--- config.mk ---
export PLATFORM = sky130hd
export DESIGN_NAME = nec_ir_decoder
export DESIGN_NICKNAME = d
export VERILOG_FILES = /design/src/rtl/nec_ir_pkg.sv /design/src/rtl/nec_ir_width_meter.sv /design/src/rtl/nec_ir_decoder.sv
export SDC_FILE = /design/constraint.sdc
export NUM_CORES = 1
export LEC_CHECK = 0
export ABC_CLOCK_PERIOD_IN_PS = 9300
export CORE_ASPECT_RATIO = 1.1
export CORE_MARGIN = 10
export CORE_UTILIZATION = 33
export CTS_CLUSTER_DIAMETER = 80
export DETAILED_ROUTE_END_ITERATION = 12
export HOLD_SLACK_MARGIN = 0.06
export PLACE_DENSITY = 0.51
export SYNTH_ARGS = -nofsm -noshare
export SYNTH_HDL_FRONTEND = slang
export SYNTH_HIERARCHICAL = 1
export SYNTH_SLANG_ARGS = --single-unit
--- constraint.sdc ---
create_clock -name nec_clk -period 9.3 [get_ports nec_clk]
set_input_delay 0.93 -clock nec_clk [delete_from_list [all_inputs] [get_ports nec_clk]]
set_output_delay 0.93 -clock nec_clk [all_outputs]
set_load 0.02 [all_outputs]
--- src/rtl/nec_ir_pkg.sv ---
// Shared definitions for the NEC IR decoder.
//  - nec_state_t : frame-decoder FSM states
//  - *_B         : NEC timing nominals as multiples of the 562.5 us burst
//  - tol_ok()    : is a measured width within a percentage of its nominal?
//  - max_ok()    : largest width that tol_ok() still accepts
package nec_ir_pkg;

    localparam int WCNT_W = 12;          // width counter bits (saturating)

    localparam int LEAD_MARK_B  = 16;
    localparam int LEAD_SPACE_B = 8;
    localparam int RPT_SPACE_B  = 4;
    localparam int BIT_MARK_B   = 1;
    localparam int ZERO_SPACE_B = 1;
    localparam int ONE_SPACE_B  = 3;
    localparam int STOP_MARK_B  = 1;
    localparam int IDLE_GAP_B   = 8;     // quiet-high time needed to leave WAIT_IDLE

    typedef enum logic [3:0] {
        S_IDLE,
        S_LEAD_MARK,
        S_LEAD_SPACE,
        S_BIT_MARK,
        S_BIT_SPACE,
        S_STOP_MARK,
        S_RPT_STOP,
        S_DONE,
        S_WAIT_IDLE
    } nec_state_t;

    function automatic logic tol_ok(input logic [WCNT_W-1:0] w, input int nom, input int tol);
        int diff;
        diff = int'(w) - nom;
        if (diff < 0) diff = -diff;
        return (diff * 100) <= (nom * tol);
    endfunction

    function automatic int max_ok(input int nom, input int tol);
        return nom + (nom * tol) / 100;
    endfunction

endpackage

--- src/rtl/nec_ir_width_meter.sv ---
// Front end of the NEC decoder: synchronises the raw IR line, optionally
// removes 1-tick glitches, detects edges and measures how long the line
// has been at its current level.
// Optional feature macro: IR_GLITCH_FILTER_EN (3-tap majority filter, +2 ticks latency).
// Ports:
//  clk    in   sample clock (rising edge)
//  reset  in   synchronous, active-high
//  ir_raw in   asynchronous receiver output, idle high
//  level  out  cleaned line level
//  fall   out  one-cycle pulse on the first low cycle of a mark
//  rise   out  one-cycle pulse on the first high cycle after a mark
//  width  out  cycles spent at the previous level; on fall/rise this is the
//              width of the mark/space that just ended; saturates at all-ones
module nec_ir_width_meter
    import nec_ir_pkg::*;
(
    input  logic              clk,
    input  logic              reset,
    input  logic              ir_raw,
    output logic              level,
    output logic              fall,
    output logic              rise,
    output logic [WCNT_W-1:0] width
);

    logic sync_p0, sync_p1;
    logic cur, prev;

    // Stage 0/1: two-flop synchroniser, idles high
    always_ff @(posedge clk) begin
        if (reset) begin
            sync_p0 <= 1'b1;
            sync_p1 <= 1'b1;
        end else begin
            sync_p0 <= ir_raw;
            sync_p1 <= sync_p0;
        end
    end

`ifdef IR_GLITCH_FILTER_EN
    logic tap_p2, tap_p3, flt_p4;

    // Stage 2..4: majority of three consecutive samples, registered
    always_ff @(posedge clk) begin
        if (reset) begin
            tap_p2 <= 1'b1;
            tap_p3 <= 1'b1;
            flt_p4 <= 1'b1;
        end else begin
            tap_p2 <= sync_p1;
            tap_p3 <= tap_p2;
            flt_p4 <= (sync_p1 & tap_p2) | (sync_p1 & tap_p3) | (tap_p2 & tap_p3);
        end
    end

    assign cur = flt_p4;
`else
    assign cur = sync_p1;
`endif

    always_ff @(posedge clk) begin
        if (reset) prev <= 1'b1;
        else       prev <= cur;
    end

    assign level = cur;
    assign fall  = prev & ~cur;
    assign rise  = ~prev & cur;

    // Restart at 1 on each edge so the value seen at the next edge equals
    // the number of cycles the line stayed at the level in between.
    always_ff @(posedge clk) begin
        if (reset)            width <= '0;
        else if (fall | rise) width <= WCNT_W'(1);
        else if (~&width)     width <= width + WCNT_W'(1);
    end

endmodule

--- src/rtl/nec_ir_decoder.sv ---
// NEC IR frame decoder: measures mark/space widths from the demodulator
// output, assembles LSB-first payload bits, checks the command inverse,
// handles repeat codes and presents frames on a valid/ready interface.
// Optional feature macro: IR_GLITCH_FILTER_EN (handled in nec_ir_width_meter).
// Ports:
//  nec_clk   in   sample clock, 1 tick = burst/BURST_TICKS
//  reset     in   synchronous, active-high
//  ir_signal in   raw receiver output, idle high, mark = low
//  word      out  last accepted frame, bit i = i-th received bit
//  addr      out  word[7:0]
//  cmd       out  command byte word[FRAME_BITS/2 +: 8]
//  rpt       out  1 = word was delivered by a repeat code
//  valid     out  frame available, outputs stable until accepted
//  ready     in   consumer accepts on valid && ready
//  err       out  one-cycle pulse on a rejected frame or timing violation
//  overrun   out  sticky, a completed frame was dropped because valid && !ready
module nec_ir_decoder
    import nec_ir_pkg::*;
#(
    parameter int FRAME_BITS    = 32,
    parameter int BURST_TICKS   = 10,
    parameter int TOL_PCT       = 25,
    parameter bit CHECK_INV     = 1'b1,
    parameter int RPT_WIN_TICKS = 2133
)(
    input  logic                  nec_clk,
    input  logic                  reset,
    input  logic                  ir_signal,
    output logic [FRAME_BITS-1:0] word,
    output logic [7:0]            addr,
    output logic [7:0]            cmd,
    output logic                  rpt,
    output logic                  valid,
    input  logic                  ready,
    output logic                  err,
    output logic                  overrun
);

    localparam int NOM_LEAD_MARK  = LEAD_MARK_B  * BURST_TICKS;
    localparam int NOM_LEAD_SPACE = LEAD_SPACE_B * BURST_TICKS;
    localparam int NOM_RPT_SPACE  = RPT_SPACE_B  * BURST_TICKS;
    localparam int NOM_BIT_MARK   = BIT_MARK_B   * BURST_TICKS;
    localparam int NOM_ZERO_SPACE = ZERO_SPACE_B * BURST_TICKS;
    localparam int NOM_ONE_SPACE  = ONE_SPACE_B  * BURST_TICKS;
    localparam int NOM_STOP_MARK  = STOP_MARK_B  * BURST_TICKS;
    localparam int IDLE_GAP       = IDLE_GAP_B   * BURST_TICKS;

    // Longest acceptable width per state; anything longer is a timeout.
    localparam int MAX_LEAD_MARK  = max_ok(NOM_LEAD_MARK,  TOL_PCT);
    localparam int MAX_LEAD_SPACE = max_ok(NOM_LEAD_SPACE, TOL_PCT);
    localparam int MAX_BIT_MARK   = max_ok(NOM_BIT_MARK,   TOL_PCT);
    localparam int MAX_BIT_SPACE  = max_ok(NOM_ONE_SPACE,  TOL_PCT);
    localparam int MAX_STOP_MARK  = max_ok(NOM_STOP_MARK,  TOL_PCT);

    localparam int BITCNT_W = $clog2(FRAME_BITS + 1);
    localparam int WIN_W    = $clog2(RPT_WIN_TICKS + 1);

    // Short frames have no room for a full command byte at FRAME_BITS/2,
    // and only 32-bit frames carry a separate inverse byte.
    localparam int CMD_LO        = (FRAME_BITS >= 16) ? FRAME_BITS / 2 : 0;
    localparam bit INV_CHECKABLE = (FRAME_BITS >= 32);
    localparam int INV_LO        = INV_CHECKABLE ? FRAME_BITS / 2 + 8 : CMD_LO;

    function automatic logic too_long(input logic [WCNT_W-1:0] w, input int lim);
        return (int'(w) > lim) || (&w);
    endfunction

    logic              level, fall, rise;
    logic [WCNT_W-1:0] width;

    nec_ir_width_meter u_meter (
        .clk    (nec_clk),
        .reset  (reset),
        .ir_raw (ir_signal),
        .level  (level),
        .fall   (fall),
        .rise   (rise),
        .width  (width)
    );

    nec_state_t              state, state_next;
    logic [FRAME_BITS-1:0]   shreg;
    logic [BITCNT_W-1:0]     bitcnt;
    logic                    is_rpt;
    logic                    win_open;
    logic [WIN_W-1:0]        win_cnt;
    logic                    inv_ok;
    logic err_next, shift_en, shift_bit, clr_bits, set_rpt, publish;

    always_comb begin
        inv_ok = 1'b1;
        if (INV_CHECKABLE) inv_ok = (shreg[CMD_LO +: 8] == ~shreg[INV_LO +: 8]);
    end

    always_ff @(posedge nec_clk) begin
        if (reset) state <= S_IDLE;
        else       state <= state_next;
    end

    always_comb begin
        state_next = state;
        err_next   = 1'b0;
        shift_en   = 1'b0;
        shift_bit  = 1'b0;
        clr_bits   = 1'b0;
        set_rpt    = 1'b0;
        publish    = 1'b0;
        case (state)
            S_IDLE: begin
                if (fall) state_next = S_LEAD_MARK;
            end
            S_LEAD_MARK: begin
                if (rise) begin
                    if (tol_ok(width, NOM_LEAD_MARK, TOL_PCT)) state_next = S_LEAD_SPACE;
                    else begin err_next = 1'b1; state_next = S_WAIT_IDLE; end
                end else if (too_long(width, MAX_LEAD_MARK)) begin
                    err_next = 1'b1; state_next = S_WAIT_IDLE;
                end
            end
            S_LEAD_SPACE: begin
                if (fall) begin
                    if (tol_ok(width, NOM_LEAD_SPACE, TOL_PCT)) begin
                        clr_bits = 1'b1; state_next = S_BIT_MARK;
                    end else if (tol_ok(width, NOM_RPT_SPACE, TOL_PCT)) begin
                        set_rpt = 1'b1; state_next = S_RPT_STOP;
                    end else begin
                        err_next = 1'b1; state_next = S_WAIT_IDLE;
                    end
                end else if (too_long(width, MAX_LEAD_SPACE)) begin
                    err_next = 1'b1; state_next = S_WAIT_IDLE;
                end
            end
            S_BIT_MARK: begin
                if (rise) begin
                    if (tol_ok(width, NOM_BIT_MARK, TOL_PCT)) state_next = S_BIT_SPACE;
                    else begin err_next = 1'b1; state_next = S_WAIT_IDLE; end
                end else if (too_long(width, MAX_BIT_MARK)) begin
                    err_next = 1'b1; state_next = S_WAIT_IDLE;
                end
            end
            S_BIT_SPACE: begin
                // The falling edge that ends a space starts the next mark.
                if (fall) begin
                    if (tol_ok(width, NOM_ZERO_SPACE, TOL_PCT) || tol_ok(width, NOM_ONE_SPACE, TOL_PCT)) begin
                        shift_en   = 1'b1;
                        shift_bit  = tol_ok(width, NOM_ONE_SPACE, TOL_PCT);
                        state_next = (bitcnt == BITCNT_W'(FRAME_BITS - 1)) ? S_STOP_MARK : S_BIT_MARK;
                    end else begin
                        err_next = 1'b1; state_next = S_WAIT_IDLE;
                    end
                end else if (too_long(width, MAX_BIT_SPACE)) begin
                    err_next = 1'b1; state_next = S_WAIT_IDLE;
                end
            end
            S_STOP_MARK, S_RPT_STOP: begin
                if (rise) begin
                    if (tol_ok(width, NOM_STOP_MARK, TOL_PCT)) state_next = S_DONE;
                    else begin err_next = 1'b1; state_next = S_WAIT_IDLE; end
                end else if (too_long(width, MAX_STOP_MARK)) begin
                    err_next = 1'b1; state_next = S_WAIT_IDLE;
                end
            end
            S_DONE: begin
                state_next = S_IDLE;
                if (is_rpt) begin
                    if (win_open) publish = 1'b1;
                    else          err_next = 1'b1;
                end else if (CHECK_INV && !inv_ok) begin
                    err_next = 1'b1;
                end else begin
                    publish = 1'b1;
                end
            end
            S_WAIT_IDLE: begin
                // width restarts on every edge, so a stray fall restarts the quiet count
                if (level && (int'(width) >= IDLE_GAP)) state_next = S_IDLE;
            end
            default: state_next = S_IDLE;
        endcase
    end

    // Shift register: first received bit ends up in bit 0
    always_ff @(posedge nec_clk) begin
        if (shift_en) shreg <= {shift_bit, shreg[FRAME_BITS-1:1]};
    end

    always_ff @(posedge nec_clk) begin
        if (reset) begin
            bitcnt <= '0;
            is_rpt <= 1'b0;
        end else begin
            if (clr_bits)      bitcnt <= '0;
            else if (shift_en) bitcnt <= bitcnt + BITCNT_W'(1);
            if (clr_bits)      is_rpt <= 1'b0;
            else if (set_rpt)  is_rpt <= 1'b1;
        end
    end

    // Output stage: handshake, overrun and repeat window
    always_ff @(posedge nec_clk) begin
        if (reset) begin
            word     <= '0;
            rpt      <= 1'b0;
            valid    <= 1'b0;
            err      <= 1'b0;
            overrun  <= 1'b0;
            win_open <= 1'b0;
            win_cnt  <= '0;
        end else begin
            err <= err_next;
            if (valid && ready) valid <= 1'b0;
            if (publish) begin
                if (valid && !ready) begin
                    overrun <= 1'b1;
                end else begin
                    if (!is_rpt) word <= shreg;
                    rpt   <= is_rpt;
                    valid <= 1'b1;
                end
                win_open <= 1'b1;
                win_cnt  <= '0;
            end else if (win_open) begin
                if (win_cnt == WIN_W'(RPT_WIN_TICKS - 1)) win_open <= 1'b0;
                else                                      win_cnt  <= win_cnt + WIN_W'(1);
            end
        end
    end

    assign addr = word[7:0];
    assign cmd  = word[CMD_LO +: 8];

endmodule
Word-level counts from Yosys, hierarchy flattened:

Index checks and enable logic that the tools add are counted.
W data, S select, Z words.

* add/subtract/negate cells: 13
* multipliers: 8
* order comparisons: 18
* equal/unequal tests: 17
* mux-type cells: 82
* bitwise operators: 9
* reduce and logical (&&, ||, !) cells: 21

Operator list (number)
* $mux W32: 22
* $mul A32 B6 Y30 const B: 8
* $neg A13 Y32: 5
* $le A32 B11 Y1 const B: 3
* $le A32 B9 Y1 const B: 3
* $mux W4: 17
* $lt A13 B1 Y1 const B: 5
* $mux W1: 40
* $le A32 B12 Y1 const B: 1
* $le A32 B13 Y1 const B: 1
* $pmux W4 S7: 1
* $add A12 B1 Y12 const B: 2
* $eq A4 B3 Y1 const B: 4
* $sub A12 B4 Y13 const B: 1
* $sub A12 B5 Y13 const B: 1
* $sub A12 B6 Y13 const B: 1
* $sub A12 B7 Y13 const B: 1
* $sub A12 B8 Y13 const B: 1
* $eq A12 B12 Y1 const B: 1
* $ge A12 B7 Y1 const B: 1
* $gt A12 B4 Y1 const B: 1
* $gt A12 B6 Y1 const B: 1
* $gt A12 B7 Y1 const B: 1
* $gt A12 B8 Y1 const B: 1
* 24 further kinds: 45

* bits in registers: 107
* input bits: 4

Logic depth before layout (Yosys ltp):

Gate-level depths: netlist (run 1).

* depth after elaboration: 16
* depth in mapped cells: 29

Modules after synthesis:

The synthesis (run 1) kept the hierarchy.

Modules (own cells, without submodules)
* nec_ir_decoder: instances 1, cells an instance 2379, area each 19393.6 µm², seq. area each 2162.1 µm²
* nec_ir_width_meter: instances 1, cells an instance 78, area each 684.4 µm², seq. area each 300.3 µm²

Worst setup path before layout (run 1):

OpenSTA, ideal clock, no wires.

* path type: reg2reg
* start point: register u_meter.width[4]
* end point: register bitcnt[1]
* setup time: 0.120 ns
* data arrival time: 7.332 ns
* data required time: 9.180 ns
* path slack: 1.847 ns
* cell stages (with the launch flop): 27
* buffers on the path: 2
* path through: dfxtp_1 -> clkbuf_1 -> inv_1 -> ha_1 -> nand2_1 -> o21ai_1 -> nor2_1 -> nand2_1 -> xnor2_1 -> ha_1 -> ha_1 -> xor2_1 -> ha_1 -> ha_1 -> buf_6 -> a21o_1 -> a32o_1 -> nor4b_2 -> nand4_1 -> or4_1 -> or4_1 -> o41a_1 -> a31oi_2 -> nand2_2 -> inv_1 -> mux2i_1 -> nor2_1

* word-level cells in the longest chain between the ends: 11
* elaborated cells on any way between the ends: 32

RTL lines
* start, declared: line nec_ir_width_meter.sv:23 `output logic [WCNT_W-1:0] width`
* start signal, assigned: line nec_ir_width_meter.sv:75 `else if (~&width) width <= width + WCNT_W'(1);`
* $sub A12 B4 Y13 or $sub A12 B5 Y13 (tied branches): line nec_ir_pkg.sv:33 `diff = int'(w) - nom;`
* $neg A13 Y32 or $lt A13 B1 Y1 (tied branches): line nec_ir_pkg.sv:34 `if (diff < 0) diff = -diff;`
* $mux W32: line nec_ir_pkg.sv:34
* $mux W32: line nec_ir_decoder.sv:143 `if (fall) begin`
* $mux W32: line nec_ir_decoder.sv:108 `case (state)`
* $mul A32 B6 Y30: line nec_ir_pkg.sv:35 `return (diff * 100) <= (nom * tol);`
* $le A32 B9 Y1 or $le A32 B11 Y1 (tied branches): line nec_ir_pkg.sv:35
* $logic_or A1 B1 Y1 (*): line nec_ir_decoder.sv:144 `if (tol_ok(width, NOM_ZERO_SPACE, TOL_PCT) || tol_ok(width, NOM_ONE_SPACE, TOL_PCT)) begin`
* $mux W1 (*): line nec_ir_decoder.sv:144
* $mux W1 (*): line nec_ir_decoder.sv:143
* $mux W1 (*): line nec_ir_decoder.sv:108
* named net shift_en: line nec_ir_decoder.sv:88 `logic err_next, shift_en, shift_bit, clr_bits, set_rpt, publish;`
* end signal, assigned: line nec_ir_decoder.sv:193 `else if (shift_en) bitcnt <= bitcnt + BITCNT_W'(1);`
* end, declared: line nec_ir_decoder.sv:83 `logic [BITCNT_W-1:0] bitcnt;`

Mark *: on every way through the listed nets, which the timed path passes. The rest lies on a longest branch. The select of a mux whose other input is x is not followed.
A chain may end at the register's enable or synchronous reset.

Worst setup path after layout (run 1):

* start point: register u_meter.width[6]
* end point: register bitcnt[1]

Same word-level chain as after synthesis.

==> results of run 1 <==
power by group:
| group | switching [mW] | internal, mW | total, mW |
|---|---|---|---|
| logic | 1.04 | 0.744 | 1.79 |
| clock network | 0.193 | 0.191 | 0.385 |
| registers | 0.00240 | 0.479 | 0.481 |
| total | 1.24 | 1.41 | 2.65 |
cells by family after synthesis:
logic type / synth area share [%]
DFF: 12.3
other: 0.0374
AOI/OAI and AO/OA: 19.2
adders and majority gates: 36.9
buffers and inverters: 8.04
and+or+nand+nor: 16.5
muxes: 1.19
xor gates and xnor gates: 5.93
final cells by class:
type	count	area (µm²)	share of cell area (%)
multi-input cells	2149	16800	75.0
flip-flops and latches	107	2460	11.0
inverters	314	1180	5.26
clock inverters	7	77.6	0.347
well taps	816	1020	4.56
clock buffers	9	225	1.01
repair buffers	66	633	2.83
layer usage:
metal	share of wire, %	wire [µm]	up-vias	global-route usage, %
met2	49	23700	216	24.2
met4	1.5	719	0	2.49
met3	2.0	981	39	0.706
li1	-	-	8868	-
met1	47	22600	8221	17.5
met5	0	0	-	0
critical path, stage by stage (launching register included):
cell and delay, ps:
dfxtp_1 630, nor4_1 810, nand2_1 510, nor2_1 480, nand2_1 120, xnor2_1 370
ha_1 310, ha_1 320, xor2_1 170, ha_1 310, ha_1 390, a21o_1 270
a32o_1 240, nor4b_2 270, nand4_1 120, or4_1 510, or4_1 510, o41a_1 500
a31oi_2 220, nand2_2 150, inv_1 90, buf_4 400, mux2i_1 240, nor2_1 50
worst paths after layout:
kind | start | end | slack, ps | cells after the start
min reg2reg | u_meter/sync_p0 | u_meter/level | 420 | 1
min | u_meter/sync_p0 | u_meter/level | 420 | 1
max | u_meter/width[6] | bitcnt[1] | 1180 | 23
max reg2reg | u_meter/width[6] | bitcnt[1] | 1180 | 23
Yosys cell counts (all sizes together) (26+ instances only):
master,number,area (µm²)
xor2,65,569
a31oi,26,169
nand2b,27,169
edfxtp,32,961
inv,312,1170
nand3,53,270
ha,415,5190
nand4,37,231
a211oi,27,203
clkbuf,72,270
nor2,149,559
dfxtp,75,1500
nand2,209,787
o21ai,100,500
a21o,39,293
fa,111,2220
xnor2,70,621
a21oi,188,941
nor3,38,190
flip-flops by register name, summed over array words and instances, names as in the netlist:
name and count:
bitcnt 6, err 1, is_rpt 1, overrun 1
rpt 1, shreg 32, state 4, u_meter/level 1
u_meter/prev 1, u_meter/sync_p0 1, u_meter/width 12, valid 1
win_cnt 12, win_open 1, word 32
metrics by stage:
| stage | cell area (µm²) | utilization (%) | cells | setup slack [ps] | power (mW) |
|---|---|---|---|---|---|
| finish | 22400 | 37.3 | 3468 | 1180 | 2.65 |
| global route | 22400 | 37.3 | 3468 | 453 | 2.95 |
| CTS | 22400 | 37.3 | 3468 | 1270 | 2.46 |
| detailed placement | 22100 | 36.7 | 3452 | 1290 | 2.06 |
| global placement | 22100 | 36.7 | 3452 | 1470 | 2.05 |
| floorplan | 20900 | - | 2666 | 1850 | 1.89 |
==> impl_metrics.env, run 1 <==
export IMPL_outcome="finished clean"
export IMPL_slew_limit_headroom_pct=20.6
export IMPL_p_leak_nw=11.3
export IMPL_wl_mm=47.9
export IMPL_layout_drive_gt1_share_pct=2.49
export IMPL_timing_critical_path_from_type="flip-flop"
export IMPL_num_rows=94
export IMPL_portion_of_the_clock_cycle_consumed_by_the_worst_path_in_the_final_layout_pct=87.4
export IMPL_critPathCaptureType="flip-flop"
export IMPL_die_h_um=279
export IMPL_worstHoldPathType="reg -> reg"
export IMPL_layout_cells_most_common="ha_1"
export IMPL_finClkSkew_ps=19.5
export IMPL_cells_after_synthesis=2457
export IMPL_detail_route_vias_per_cell=5.00
export IMPL_drt_pre_antenna_iters=5
export IMPL_worst_slew_pin_transition_ps=1190
export IMPL_worst_endpoint_arrival_ps=8370
export IMPL_rsz0062_at_grt="false"
export IMPL_grt_max_degree=49
export IMPL_n_fill_cell=6285
export IMPL_clkSinkCount=107
export IMPL_final_hold_worst_slack_ps=424
export IMPL_commonest_cells_after_routing_fill_and_taps_aside="415 x ha_1, 312 x inv_1, 211 x conb_1"
export IMPL_criticalPathCategory="reg -> reg"
export IMPL_timing_final_max_slew_violations=0
export IMPL_ys_ff_latch=107
export IMPL_asyncSetResetFlopFracSynth_pct=0
export IMPL_clock_pin_transition_on_the_worst_setup_and_hold_timing_paths_ps=80
export IMPL_grt_pass1_vias=17200
export IMPL_design_die_area_mm2=0.0711
export IMPL_detail_route_iter0_violations=693
export IMPL_crit_required_ps=9550
export IMPL_clock_latency_ps=360
export IMPL_synthesis_yosys_warnings=6
export IMPL_timing_max_cap_violations=0
export IMPL_cts_path_max_buffers=2
export IMPL_track_usage_pct=13.4
export IMPL_synth_distinct_cells=92
export IMPL_synth_area_per_cell_um2=8.17
export IMPL_fmaxAchievable_mhz=123
export IMPL_power_per_cell_area_mw_per_mm2=118
export IMPL_grt_remaining_overflow=0
export IMPL_num_antenna_cells=0
export IMPL_detail_route_antenna_nets=0
export IMPL_htree_levels=3
export IMPL_synth_ff_type="dfxtp_1"
export IMPL_synthesis_area_mm2=0.0201
export IMPL_finalHoldViolCount=0
export IMPL_floorplan_initialDensity_pct=33.4
export IMPL_crit_fanout=35
export IMPL_cts_tree="built"
export IMPL_post_drt_wl_per_cell_um=13.8
export IMPL_area_delta_synth_final_pct=11.5
export IMPL_ctsHoldBuffers=0
export IMPL_setup_viol=0
export IMPL_number_of_antenna_violations_at_the_first_check_in_global_routing=0
export IMPL_irDropWorstVdd_mv=0.0843
export IMPL_detailroute_via_count=17300
export IMPL_number_of_flops_mapped_to_enable_cells_by_yosys=32
export IMPL_core_region_area_mm2=0.0601
export IMPL_io_buffers=55
export IMPL_clock_tree_root_cell="clkbuf_16"
export IMPL_post_cts_setup_buffers=0
export IMPL_cts_resized=0
export IMPL_boundaryPins=56
export IMPL_min_cycle_time_layout_ps=8120
export IMPL_numCtsBuffers=9
export IMPL_wire_length_of_the_first_global_routing_pass_mm=82.1
export IMPL_place_gp_congestion=0.882
export IMPL_remaining_drc_errors=0
export IMPL_dieWidth_um=255
export IMPL_setup_tns_final_ps=0
export IMPL_synth_seq_area_share_pct=12.3
export IMPL_hpwl_mm=39.7
export IMPL_nets=3177
No activity file was read; power rests on OpenSTA's default activity.
==> run 2, diff against run 1 <==
CTS_CLUSTER_SIZE = 20   (was unset)
SETUP_SLACK_MARGIN = 0.4   (was unset)
==> results of run 2 <==
Final layout, timing and power as in run 1 (identical DEF).
==> run 3, diff against run 2 <==
CELL_PAD_IN_SITES_DETAIL_PLACEMENT = 1   (was unset)
CELL_PAD_IN_SITES_GLOBAL_PLACEMENT = 1   (was unset)
PLACE_DENSITY = 0.62   (was 0.51)
==> impl_metrics.env, run 3 (same netlist as run 1, synthesis figures left out) <==
export IMPL_worstHoldPathType="reg -> reg"
export IMPL_clock_tree_root_cell="clkbuf_16"
export IMPL_layout_drive_gt1_share_pct=2.64
export IMPL_grt_remaining_overflow=0
export IMPL_timing_critical_path_to="bitcnt[1]"
export IMPL_setup_worst_path_start="u_meter/width[2]"
export IMPL_register_to_register_path_setup_slack_ps=1380
export IMPL_clock_latency_ps=350
export IMPL_wl_mm=52.4
export IMPL_fmaxAchievable_mhz=126
export IMPL_timing_critical_path_from_type="flip-flop"
export IMPL_detail_route_antenna_nets=0
export IMPL_area_delta_synth_final_pct=11.6
export IMPL_timing_rr_start="u_meter/width[2]"
export IMPL_grt_pass1_vias=18600
export IMPL_cts_path_max_buffers=2
export IMPL_timing_max_cap_violations=0
export IMPL_crit_required_ps=9530
export IMPL_wire_length_of_the_first_global_routing_pass_mm=90.0
export IMPL_top_signal_layer_used="met4"
export IMPL_detailroute_via_count=17600
export IMPL_p_leak_nw=11.4
export IMPL_timing_final_max_slew_violations=0
export IMPL_met3_wl_um=757
export IMPL_rsz0062_at_grt="false"
export IMPL_design_die_area_mm2=0.0711
export IMPL_number_of_antenna_violations_at_the_first_check_in_global_routing=0
export IMPL_worst_endpoint_arrival_ps=8150
export IMPL_finalHoldViolCount=0
export IMPL_num_antenna_cells=0
export IMPL_io_buffers=55
export IMPL_multi_input_comb_area_mm2=0.0168
export IMPL_track_usage_pct=14.7
export IMPL_irDropWorstVdd_mv=0.0909
export IMPL_criticalPathCategory="reg -> reg"
export IMPL_dieWidth_um=255
export IMPL_min_cycle_time_layout_ps=7920
export IMPL_core_region_area_mm2=0.0601
export IMPL_ctsHoldBuffers=0
export IMPL_post_drt_wl_per_cell_um=15.1
export IMPL_slew_limit_headroom_pct=17.4
export IMPL_htree_levels=3
export IMPL_hpwl_mm=43.8
export IMPL_detail_route_iter0_violations=504
export IMPL_grt_max_degree=49
export IMPL_crit_fanout=34
export IMPL_sequential_cell_area_mm2=0.00246
export IMPL_boundaryPins=56
export IMPL_timing_rr_end="bitcnt[1]"
export IMPL_portion_of_the_clock_cycle_consumed_by_the_worst_path_in_the_final_layout_pct=85.1
export IMPL_clock_pin_transition_on_the_worst_setup_and_hold_timing_paths_ps=80
export IMPL_detail_route_vias_per_cell=5.08
export IMPL_wl_met2_mm=26.7
export IMPL_finalInstanceArea_mm2=0.0224
export IMPL_numCtsBuffers=9
export IMPL_layout_setup_ws_ps=1380
export IMPL_power_per_cell_area_mw_per_mm2=119
export IMPL_remaining_drc_errors=0
export IMPL_n_fill_cell=7321
export IMPL_preCtsSetupSlack_ps=1120
export IMPL_die_h_um=279
export IMPL_post_dp_cell_area_mm2=0.0221
export IMPL_clkSinkCount=107
export IMPL_drt_pre_antenna_iters=6
export IMPL_place_gp_congestion=0.885
export IMPL_routedLengthMet1_mm=24.2
export IMPL_floorplan_initialDensity_pct=33.4
export IMPL_outcome="finished clean"
export IMPL_top_regs="shreg: 32 flops, word: 32 flops"
export IMPL_cts_tree="built"
export IMPL_worst_slew_pin_transition_ps=1240
export IMPL_num_rows=94
export IMPL_setup_viol=0
export IMPL_critPathCaptureType="flip-flop"
export IMPL_layout_cells_most_common="ha_1"
export IMPL_nets=3180
export IMPL_finalPower_mw=2.68
export IMPL_setup_tns_final_ps=0
export IMPL_commonest_cells_after_routing_fill_and_taps_aside="415 x ha_1, 312 x inv_1, 211 x conb_1"
export IMPL_finClkSkew_ps=11.2
export IMPL_reg2reg_depth=25
[run 3: metal layers]
metal  vias to the layer above  GRT usage, %
li1                       8881             -
met1                      8585          18.5
met2                       122          27.3
met3                        47         0.799
met4                         0          2.55
met5                         -             0
[run 3: how the worst min path moves through the flow]
stage               startpoint             to  cells after the start
6_report       u_meter/sync_p0  u_meter/level                      1
5_1_grt        u_meter/sync_p0  u_meter/level                      1
4_1_cts        u_meter/sync_p0  u_meter/level                      1
3_5_place_dp   u_meter/sync_p0  u_meter/level                      1
3_3_place_gp   u_meter/sync_p0  u_meter/level                      1
2_1_floorplan  u_meter/sync_p0  u_meter/level                      1
[run 3: cell type report]
type	count	area share, %
Tap cell	816	4.56
Clock buffer	9	1.01
Clock inverter	7	0.302
Sequential cell	107	11.0
Inverter	314	5.26
Multi-Input combinational cell	2149	75.0
Timing Repair Buffer	69	2.93
[run 3: worst max-delay path: stages, from the launching register on]
cell and delay, ps:
dfxtp_1 850, clkinv_1 490, ha_1 370, xor2_1 200, a221o_1 310, a31oi_1 160
nor3_1 70, a21o_1 240, ha_1 310, ha_1 330, xor2_1 170, ha_1 310
ha_1 410, a21o_1 280, a32o_1 240, nor4b_2 270, nand4_1 130, or4_1 520
or4_1 500, o41a_1 460, a31oi_2 200, nand2_2 150, inv_1 120, buf_4 390
mux2i_1 250, nor2_1 50
[run 3: where the power goes]
part | total, mW | internal [mW] | switching (mW)
Clock | 0.379 | 0.189 | 0.190
Sequential | 0.483 | 0.479 | 0.00389
Combinational | 1.81 | 0.749 | 1.07
Total | 2.68 | 1.42 | 1.26
[run 3: timing repair]
item                                   4_1_cts  5_1_grt
setup endpoints to repair                    0        1
gates resized for setup                      0        1
setup buffers                                0        0
endpoints found under the hold margin        0        0
[run 3: stage by stage]
stage,instances,hold WS (ps),utilization (%)
floorplan,2666,389,-
global placement,3455,396,36.8
detailed placement,3455,398,36.8
CTS,3471,420,37.3
global route,3471,446,37.3
finish,3471,418,37.3
